==> src/rtl/apb_arbiter_if.sv <==
// apb_arbiter_if: requester side and APB master side of the arbiter.
// master = arbiter view, slave = environment view.
interface apb_arbiter_if #(
  parameter int ADDR_WIDTH = 32,
  parameter int DATA_WIDTH = 32
);
  localparam int SW = DATA_WIDTH / 8;

  logic [3:0]              req_valid;
  logic [4*ADDR_WIDTH-1:0] req_addr;
  logic [3:0]              req_write;
  logic [4*DATA_WIDTH-1:0] req_wdata;
  logic [4*SW-1:0]         req_strb;
  logic [3:0]              req_done;
  logic [DATA_WIDTH-1:0]   req_rdata;

  logic                    m_transfer;
  logic                    m_psel1;
  logic [ADDR_WIDTH-1:0]   m_paddr;
  logic                    m_pwrite;
  logic [DATA_WIDTH-1:0]   m_pwdata;
  logic [SW-1:0]           m_pstrb;

  logic                    PENABLE;
  logic                    PREADY;
  logic [DATA_WIDTH-1:0]   PRDATA;

  modport master (
    input  req_valid, req_addr, req_write,
    input  req_wdata, req_strb,
    input  PENABLE, PREADY, PRDATA,
    output req_done, req_rdata,
    output m_transfer, m_psel1, m_paddr,
    output m_pwrite, m_pwdata, m_pstrb
  );

  modport slave (
    output req_valid, req_addr, req_write,
    output req_wdata, req_strb,
    output PENABLE, PREADY, PRDATA,
    input  req_done, req_rdata,
    input  m_transfer, m_psel1, m_paddr,
    input  m_pwrite, m_pwdata, m_pstrb
  );
endinterface

==> src/rtl/apb_arbiter.sv <==
// apb_arbiter: 4-way round-robin front end for one APB master.
// APB_ARB_PRIO0_EN: requester 0 strict priority, 1-3 round-robin.
module apb_arbiter #(
  parameter int ADDR_WIDTH = 32,
  parameter int DATA_WIDTH = 32
) (
  input logic           PCLK,
  input logic           PRESET,
  apb_arbiter_if.master bus
);
  localparam int SW = DATA_WIDTH / 8;

  typedef enum logic [1:0] {
    IDLE,
    ISSUE,
    WAIT,
    DONE
  } state_t;

  state_t     state;
  logic [1:0] grant;
  logic [1:0] last_grant;
  logic [1:0] win;

`ifdef APB_ARB_PRIO0_EN
  logic [1:0] last_rr;
  logic [1:0] s3;
  logic [1:0] o3;
  logic [5:0] dbl3;
  logic [2:0] rot3;
  logic [2:0] sum3;

  // rotate over requesters 1-3 only; bit b of rot3 space is requester b+1
  always_comb begin
    s3   = (last_rr == 2'd3) ? 2'd0 : last_rr;
    dbl3 = {bus.req_valid[3:1], bus.req_valid[3:1]};
    rot3 = dbl3[s3 +: 3];
    priority case (1'b1)
      rot3[0]: o3 = 2'd0;
      rot3[1]: o3 = 2'd1;
      rot3[2]: o3 = 2'd2;
      default: o3 = 2'd0;
    endcase
    sum3 = {1'b0, s3} + {1'b0, o3};
    if (sum3 >= 3'd3) sum3 = sum3 - 3'd3;
    win = bus.req_valid[0] ? 2'd0 : 2'(sum3 + 3'd1);
  end
`else
  logic [1:0] start;
  logic [1:0] off;
  logic [7:0] dbl;
  logic [3:0] rot;

  // rot[j] is requester (start + j) mod 4
  always_comb begin
    start = last_grant + 2'd1;
    dbl   = {bus.req_valid, bus.req_valid};
    rot   = dbl[start +: 4];
    priority case (1'b1)
      rot[0]:  off = 2'd0;
      rot[1]:  off = 2'd1;
      rot[2]:  off = 2'd2;
      rot[3]:  off = 2'd3;
      default: off = 2'd0;
    endcase
    win = start + off;
  end
`endif

  always_ff @(posedge PCLK) begin
    if (PRESET) begin
      state          <= IDLE;
      grant          <= 2'd0;
      last_grant     <= 2'd3;
`ifdef APB_ARB_PRIO0_EN
      last_rr        <= 2'd3;
`endif
      bus.m_transfer <= 1'b0;
      bus.m_psel1    <= 1'b0;
      bus.m_paddr    <= '0;
      bus.m_pwrite   <= 1'b0;
      bus.m_pwdata   <= '0;
      bus.m_pstrb    <= '0;
      bus.req_done   <= '0;
      bus.req_rdata  <= '0;
    end else begin
      unique case (state)
        IDLE: begin
          if (|bus.req_valid) begin
            grant          <= win;
            bus.m_paddr    <= bus.req_addr[int'(win)*ADDR_WIDTH +: ADDR_WIDTH];
            bus.m_pwrite   <= bus.req_write[win];
            bus.m_pwdata   <= bus.req_wdata[int'(win)*DATA_WIDTH +: DATA_WIDTH];
            bus.m_pstrb    <= bus.req_strb[int'(win)*SW +: SW];
            bus.m_psel1    <= 1'b1;
            bus.m_transfer <= 1'b1;
            state          <= ISSUE;
          end
        end
        ISSUE: begin
          bus.m_transfer <= 1'b0;
          state          <= WAIT;
        end
        WAIT: begin
          // ready without enable is a setup-phase glitch, not a completion
          if (bus.PENABLE && bus.PREADY) begin
            if (!bus.m_pwrite) bus.req_rdata <= bus.PRDATA;
            bus.req_done <= 4'b0001 << grant;
            state        <= DONE;
          end
        end
        DONE: begin
          bus.req_done <= '0;
          bus.m_psel1  <= 1'b0;
          last_grant   <= grant;
`ifdef APB_ARB_PRIO0_EN
          if (grant != 2'd0) last_rr <= grant;
`endif
          state        <= IDLE;
        end
        default: state <= IDLE;
      endcase
    end
  end
endmodule

==> src/flat_wrapper.sv <==
// flat-port wrapper written by rule: the top's interface ports become plain ports
module apb_arbiter_flat 
#(
  parameter int ADDR_WIDTH = 32,
  parameter int DATA_WIDTH = 32
)
  (PCLK, PRESET, bus_req_valid, bus_req_addr, bus_req_write, bus_req_wdata, bus_req_strb, bus_PENABLE, bus_PREADY, bus_PRDATA, bus_req_done, bus_req_rdata, bus_m_transfer, bus_m_psel1, bus_m_paddr, bus_m_pwrite, bus_m_pwdata, bus_m_pstrb);
  apb_arbiter_if #(.ADDR_WIDTH(ADDR_WIDTH), .DATA_WIDTH(DATA_WIDTH)) bus_i ();
  input logic PCLK;
  input logic PRESET;
  input wire logic [$bits(bus_i.req_valid)-1:0] bus_req_valid;
  input wire logic [$bits(bus_i.req_addr)-1:0] bus_req_addr;
  input wire logic [$bits(bus_i.req_write)-1:0] bus_req_write;
  input wire logic [$bits(bus_i.req_wdata)-1:0] bus_req_wdata;
  input wire logic [$bits(bus_i.req_strb)-1:0] bus_req_strb;
  input wire logic [$bits(bus_i.PENABLE)-1:0] bus_PENABLE;
  input wire logic [$bits(bus_i.PREADY)-1:0] bus_PREADY;
  input wire logic [$bits(bus_i.PRDATA)-1:0] bus_PRDATA;
  output wire logic [$bits(bus_i.req_done)-1:0] bus_req_done;
  output wire logic [$bits(bus_i.req_rdata)-1:0] bus_req_rdata;
  output wire logic [$bits(bus_i.m_transfer)-1:0] bus_m_transfer;
  output wire logic [$bits(bus_i.m_psel1)-1:0] bus_m_psel1;
  output wire logic [$bits(bus_i.m_paddr)-1:0] bus_m_paddr;
  output wire logic [$bits(bus_i.m_pwrite)-1:0] bus_m_pwrite;
  output wire logic [$bits(bus_i.m_pwdata)-1:0] bus_m_pwdata;
  output wire logic [$bits(bus_i.m_pstrb)-1:0] bus_m_pstrb;
  assign bus_i.req_valid = bus_req_valid;
  assign bus_i.req_addr = bus_req_addr;
  assign bus_i.req_write = bus_req_write;
  assign bus_i.req_wdata = bus_req_wdata;
  assign bus_i.req_strb = bus_req_strb;
  assign bus_i.PENABLE = bus_PENABLE;
  assign bus_i.PREADY = bus_PREADY;
  assign bus_i.PRDATA = bus_PRDATA;
  assign bus_req_done = bus_i.req_done;
  assign bus_req_rdata = bus_i.req_rdata;
  assign bus_m_transfer = bus_i.m_transfer;
  assign bus_m_psel1 = bus_i.m_psel1;
  assign bus_m_paddr = bus_i.m_paddr;
  assign bus_m_pwrite = bus_i.m_pwrite;
  assign bus_m_pwdata = bus_i.m_pwdata;
  assign bus_m_pstrb = bus_i.m_pstrb;
  apb_arbiter #(.ADDR_WIDTH(ADDR_WIDTH), .DATA_WIDTH(DATA_WIDTH)) u_core (.PCLK(PCLK), .PRESET(PRESET), .bus(bus_i));
endmodule
==> config.mk <==
export PLATFORM = sky130hd
export DESIGN_NAME = apb_arbiter_flat
export DESIGN_NICKNAME = d
export VERILOG_FILES = /design/src/rtl/apb_arbiter_if.sv /design/src/rtl/apb_arbiter.sv /design/src/flat_wrapper.sv
export SDC_FILE = /design/constraint.sdc
export NUM_CORES = 1
export LEC_CHECK = 0
export BUFFER_PORTS_ARGS = -buffer_cell sky130_fd_sc_hd__buf_4
export CAP_MARGIN = 20
export CORE_AREA = 2 2 167 169
export DETAILED_ROUTE_END_ITERATION = 10
export DIE_AREA = 0 0 169 171
export MAX_ROUTING_LAYER = met4
export SYNTH_ARGS = -nofsm -noshare
export SYNTH_HDL_FRONTEND = slang
export SYNTH_SLANG_ARGS = --single-unit
==> constraint.sdc <==
create_clock -name PCLK -period 4.2 [get_ports PCLK]
set_input_delay 0.21 -clock PCLK [delete_from_list [all_inputs] [get_ports PCLK]]
set_output_delay 0.21 -clock PCLK [all_outputs]
set_load 0.03 [all_outputs]
==> run_results.csv, run 1 <==
group,metric,value,unit
outcome,outcome,"stopped before the end",
outcome,stop_stage,"5_2_route",
outcome,tool.error,"[ERROR DRT-0255] Maze Route cannot find path of net PCLK in worker of routeBox ( 144900 0 ) ( 169000 48300 ).",
yosys,yosys.area.top_type,"dfxtp_1",
floorplan,die_h,171,µm
placed_design,port_buffers,422,
yosys,synthTopCellsByArea,"dfxtp_1, o311ai_2, mux2_2",
global_route,antenna_found_initial,0,
yosys,synth.distinct_cells,46,
yosys,syn_avg_cell_area,9.77,µm²
floorplan,initial_core_util,0.253,
yosys,seq_area_frac_synth,0.327,
yosys,synth_top_flop_cell,"dfxtp_1",
floorplan,die_x,169,µm
placed_design,gp_congestion,0.833,
yosys,synth.top_cell.area_share,0.327,
cts,clockBufferDepth,2,
yosys,syn-cell-area,6920,µm²
cts,cts.repair.resized,0,
cts,post_cts_buffers,0,
yosys,async_flop_share,0,
floorplan,rows,61,
cts,cts_hold_buffers,0,
yosys,synth_edf_count,0,
yosys,syn_nets,1029,
yosys,synth_cells,708,
cts,h-tree-depth,4,
placed_design,place.detailed.hpwl,18900,µm
yosys,ys_seq_elements,113,
floorplan,ios,423,
global_route,grt_pass1_wl,38100,µm
yosys,synth_warnings,0,
cts,cts_buffers,17,
cts,clkSinkCount,113,
global_route,grt_pass1_vias,6960,
cts,cts-root-buf,"clkbuf_16",
placed_design,dp_slack,0.904,ns
global_route,grt_max_degree,71,
global_route,grt_overflow_total,0,
global_route,track_usage,0.174,
placed_design,dp_cells,1411,
metal layers:
| metal | track usage |
|---|---|
| met4 | 0.0565 |
| met2 | 0.292 |
| met3 | 0.0419 |
| met1 | 0.206 |
| met5 | - |
stage by stage:
stage | cell area [µm²] | utilization
floorplan | 6920 | -
global placement | 10200 | 0.374
detailed placement | 10200 | 0.374
CTS | 10800 | 0.396
global route | 10800 | 0.396
synth_stat cells (2+ instances only):
library cell and n:
mux2_2 69, buf_2 5, dlygate4sd1_1 5, nor2_1 15, nor4b_1 2, o311ai_2 69, nand2b_1 2, or2b_1 2
a31oi_1 2, mux2i_1 71, a21oi_1 39, clkbuf_1 52, o211ai_1 2, inv_1 4, buf_12 8, or3_1 2
buf_1 2, dfxtp_1 113, o21ai_1 2, xnor2_1 2, nand4_1 69, nand3_1 2, buf_6 3, nand2_1 140
ha_1 5
kinds of logic after synthesis:
group	Yosys count	share of synthesized area
xor gates and xnor gates	2	0.00253
and+or+nand+nor	245	0.169
buffers and inverters	81	0.0711
AOI/OAI and AO/OA	122	0.206
DFF	113	0.327
adders and majority gates	5	0.00904
muxes	140	0.215
==> inputs of run 2 (changes only) <==
Settings changed: CORE_AREA 2 2 167 169 to 2 2 165 167, DIE_AREA 0 0 169 171 to 0 0 167 169, MAX_ROUTING_LAYER met4 to unset, PLACE_DENSITY_LB_ADDON set to 0.15.
==> run_results.csv, run 2 <==
group,metric,value,unit
cells_and_area,most-common-layout-cells,"buf_4, nand2_1, dfxtp_1",
yosys,synth_most_common_cell,"nand2_1",
setup_path,required,4.47,ns
cells_and_area,top_regs,"u_core.bus.m_paddr: 32 flops, u_core.bus.m_pwdata: 32 flops, u_core.bus.req_rdata: 32 flops",
cells_and_area,multiInputGateArea,4210,µm²
sta,tns,0,ns
drt,drc,0,
sta,period_minus_slack,3.33,ns
power_and_ir_drop,pwr_density_cell,685,nW/µm²
cells_and_area,layout.nets,1408,
floorplan,initial_core_util,0.261,
yosys,syn-cell-area,6920,µm²
cts,clock_latency,0.41,ns
setup_path,cp.arrival,3.60,ns
yosys,synthTopCellsByArea,"dfxtp_1, o311ai_2, mux2_2",
global_route,track_usage,0.176,
placed_design,gp_congestion,0.721,
power_and_ir_drop,ir_drop,0.502,mV
yosys,syn_avg_cell_area,9.77,µm²
yosys,ys_top_cells_by_count,"nand2_1, dfxtp_1, mux2i_1",
yosys,synth_warnings,0,
drt,ant_nets,0,
floorplan,rows,60,
yosys,syn_nets,1029,
yosys,synth.top_cell.area_share,0.327,
cts,clkSinkCount,113,
cells_and_area,final_cells,1441,
global_route,grt_pass1_wl,39000,µm
sta,maxSlewViolCount,0,
cells_and_area,fillers,2693,
cts,path_clk_slew,0.06,ns
drt,num_vias,6897,
drt,firstDrtPassIters,6,
cells_and_area,antennaDiodeCount,0,
placed_design,dp_slack,0.864,ns
floorplan,die_h,169,µm
drt,drtIter0Drc,270,
hold_path,whs_path_depth,3,
drt,met2WireLength,13200,µm
drt,met3WireLength,1700,µm
floorplan,die_x,167,µm
sta,rsz0062_at_grt,"no",
floorplan,die-area,28200,µm²
yosys,seq_area_frac_synth,0.327,
yosys,synth_cells,708,
sta,period_share,0.793,
sta,slew_headroom,0.333,
setup_path,end_kind,"flop",
cts,cts_buffers,17,
yosys,synth_top_flop_cell,"dfxtp_1",
drt,highest_layer,"met4",
sta,holdWs,0.0389,ns
hold_path,hold_class,"in -> reg",
yosys,yosys.area.top_type,"dfxtp_1",
setup_path,rr_worst_depth,9,
cts,cts_hold_buffers,0,
global_route,grt_max_degree,70,
sta,timing.fmax,300,MHz
setup_path,r2r_start,"u_core.last_grant[0]",
drt,wl_per_cell,18.0,µm
cts,clockBufferDepth,2,
drt,wl_met1,10700,µm
setup_path,crit_fanout,54,
yosys,synth_edf_count,0,
cts,cts.repair.resized,0,
cts,post_cts_buffers,0,
cts,cts_tree,"built",
placed_design,dp_cells,1409,
drt,viasPerCell,4.79,
power_and_ir_drop,p_leak,0.00468,µW
placed_design,place.detailed.hpwl,18900,µm
cells_and_area,seqCellArea,2260,µm²
setup_path,crit_type,"reg -> reg",
cells_and_area,final_common_cell,"buf_4",
sta,finalClockSkew,0.00739,ns
cells_and_area,area_delta_synth_final,57.3,%
yosys,async_flop_share,0,
setup_path,crit_start,"u_core.last_grant[0]",
cts,cts-root-buf,"clkbuf_16",
outcome,outcome,"finished, final reports clean",
cts,h-tree-depth,4,
sta,finalSetupViolCount,0,
global_route,antenna_found_initial,0,
drt,wirelength,25900,µm
placed_design,port_buffers,422,
cells_and_area,final_util,0.411,
sta,report.final.hold_viol_count,0,
setup_path,startpoint_type,"flop",
global_route,grt_pass1_vias,6905,
run,maxCapViolCount,0,
floorplan,core,26500,µm²
hold_path,hold_path_startpoint,"bus_PRDATA[13]",
sta,tightest_slew,1.00,ns
global_route,grt_overflow_total,0,
yosys,ys_seq_elements,113,
floorplan,ios,423,
yosys,synth.distinct_cells,46,
cells_and_area,drive_gt1_frac,0.562,
sta,setup_slack,0.869,ns
==> run 2: cell counts after synthesis <==
Identical to the previous run, type by type.
==> run 2: cell families after synthesis <==
family | after synthesis | share of synthesized area
AO/OA/AOI/OAI | 122 | 0.206
XOR/XNOR | 2 | 0.00253
adder cells (fa/ha/maj) | 5 | 0.00904
buffers and inverters | 81 | 0.0711
flip-flops | 113 | 0.327
multiplexers | 140 | 0.215
AND/OR/NAND/NOR | 245 | 0.169
==> run 2: through the flow <==
stage               power (µW)  area [µm²]
finish                    7460       10900
global route              7850       10900
CTS                       7570       10900
detailed placement        5990       10300
global placement          5970       10300
floorplan                 4630        6920
==> run 2: layout make-up <==
| cell class | count | area share |
|---|---|---|
| inverters | 5 | 0.00172 |
| repair buffers | 436 | 0.308 |
| clock inverters | 15 | 0.0178 |
| clock buffers | 17 | 0.0391 |
| flip-flops and latches | 113 | 0.208 |
| multi-input cells | 514 | 0.387 |
| well taps | 341 | 0.0392 |
==> run 2: worst max-delay path: stages (launching register included) <==
cell	delay [ns]
dfxtp_1	0.40
or4_1	0.54
nand3_1	0.14
ha_4	0.15
xnor2_1	0.07
xnor2_1	0.29
or3_2	0.19
and2_4	0.80
buf_4	0.45
o311ai_2	0.14
==> run 2: per-layer routing <==
metal | vias up | track usage
li1 | 3410 | -
met1 | 3225 | 0.210
met2 | 245 | 0.309
met3 | 17 | 0.0505
met4 | 0 | 0.0469
met5 | - | 0
==> run 2: report_power, final <==
| part | internal (µW) | switching, µW | total (µW) | leakage (µW) |
|---|---|---|---|---|
| Combinational | 1720 | 2470 | 4200 | 0.00345 |
| Clock | 954 | 603 | 1560 | 0.000306 |
| Sequential | 1480 | 228 | 1700 | 0.000927 |
==> run 2: worst paths after layout <==
kind	endpoint	slack, ns
max	u_core.bus.m_pwdata[26]	0.87
min reg2reg	u_core.bus.req_rdata[16]	0.45
max reg2reg	u_core.bus.m_pwdata[26]	0.87
min	u_core.bus.req_rdata[13]	0.04
(Power assumes the default switching activity.)
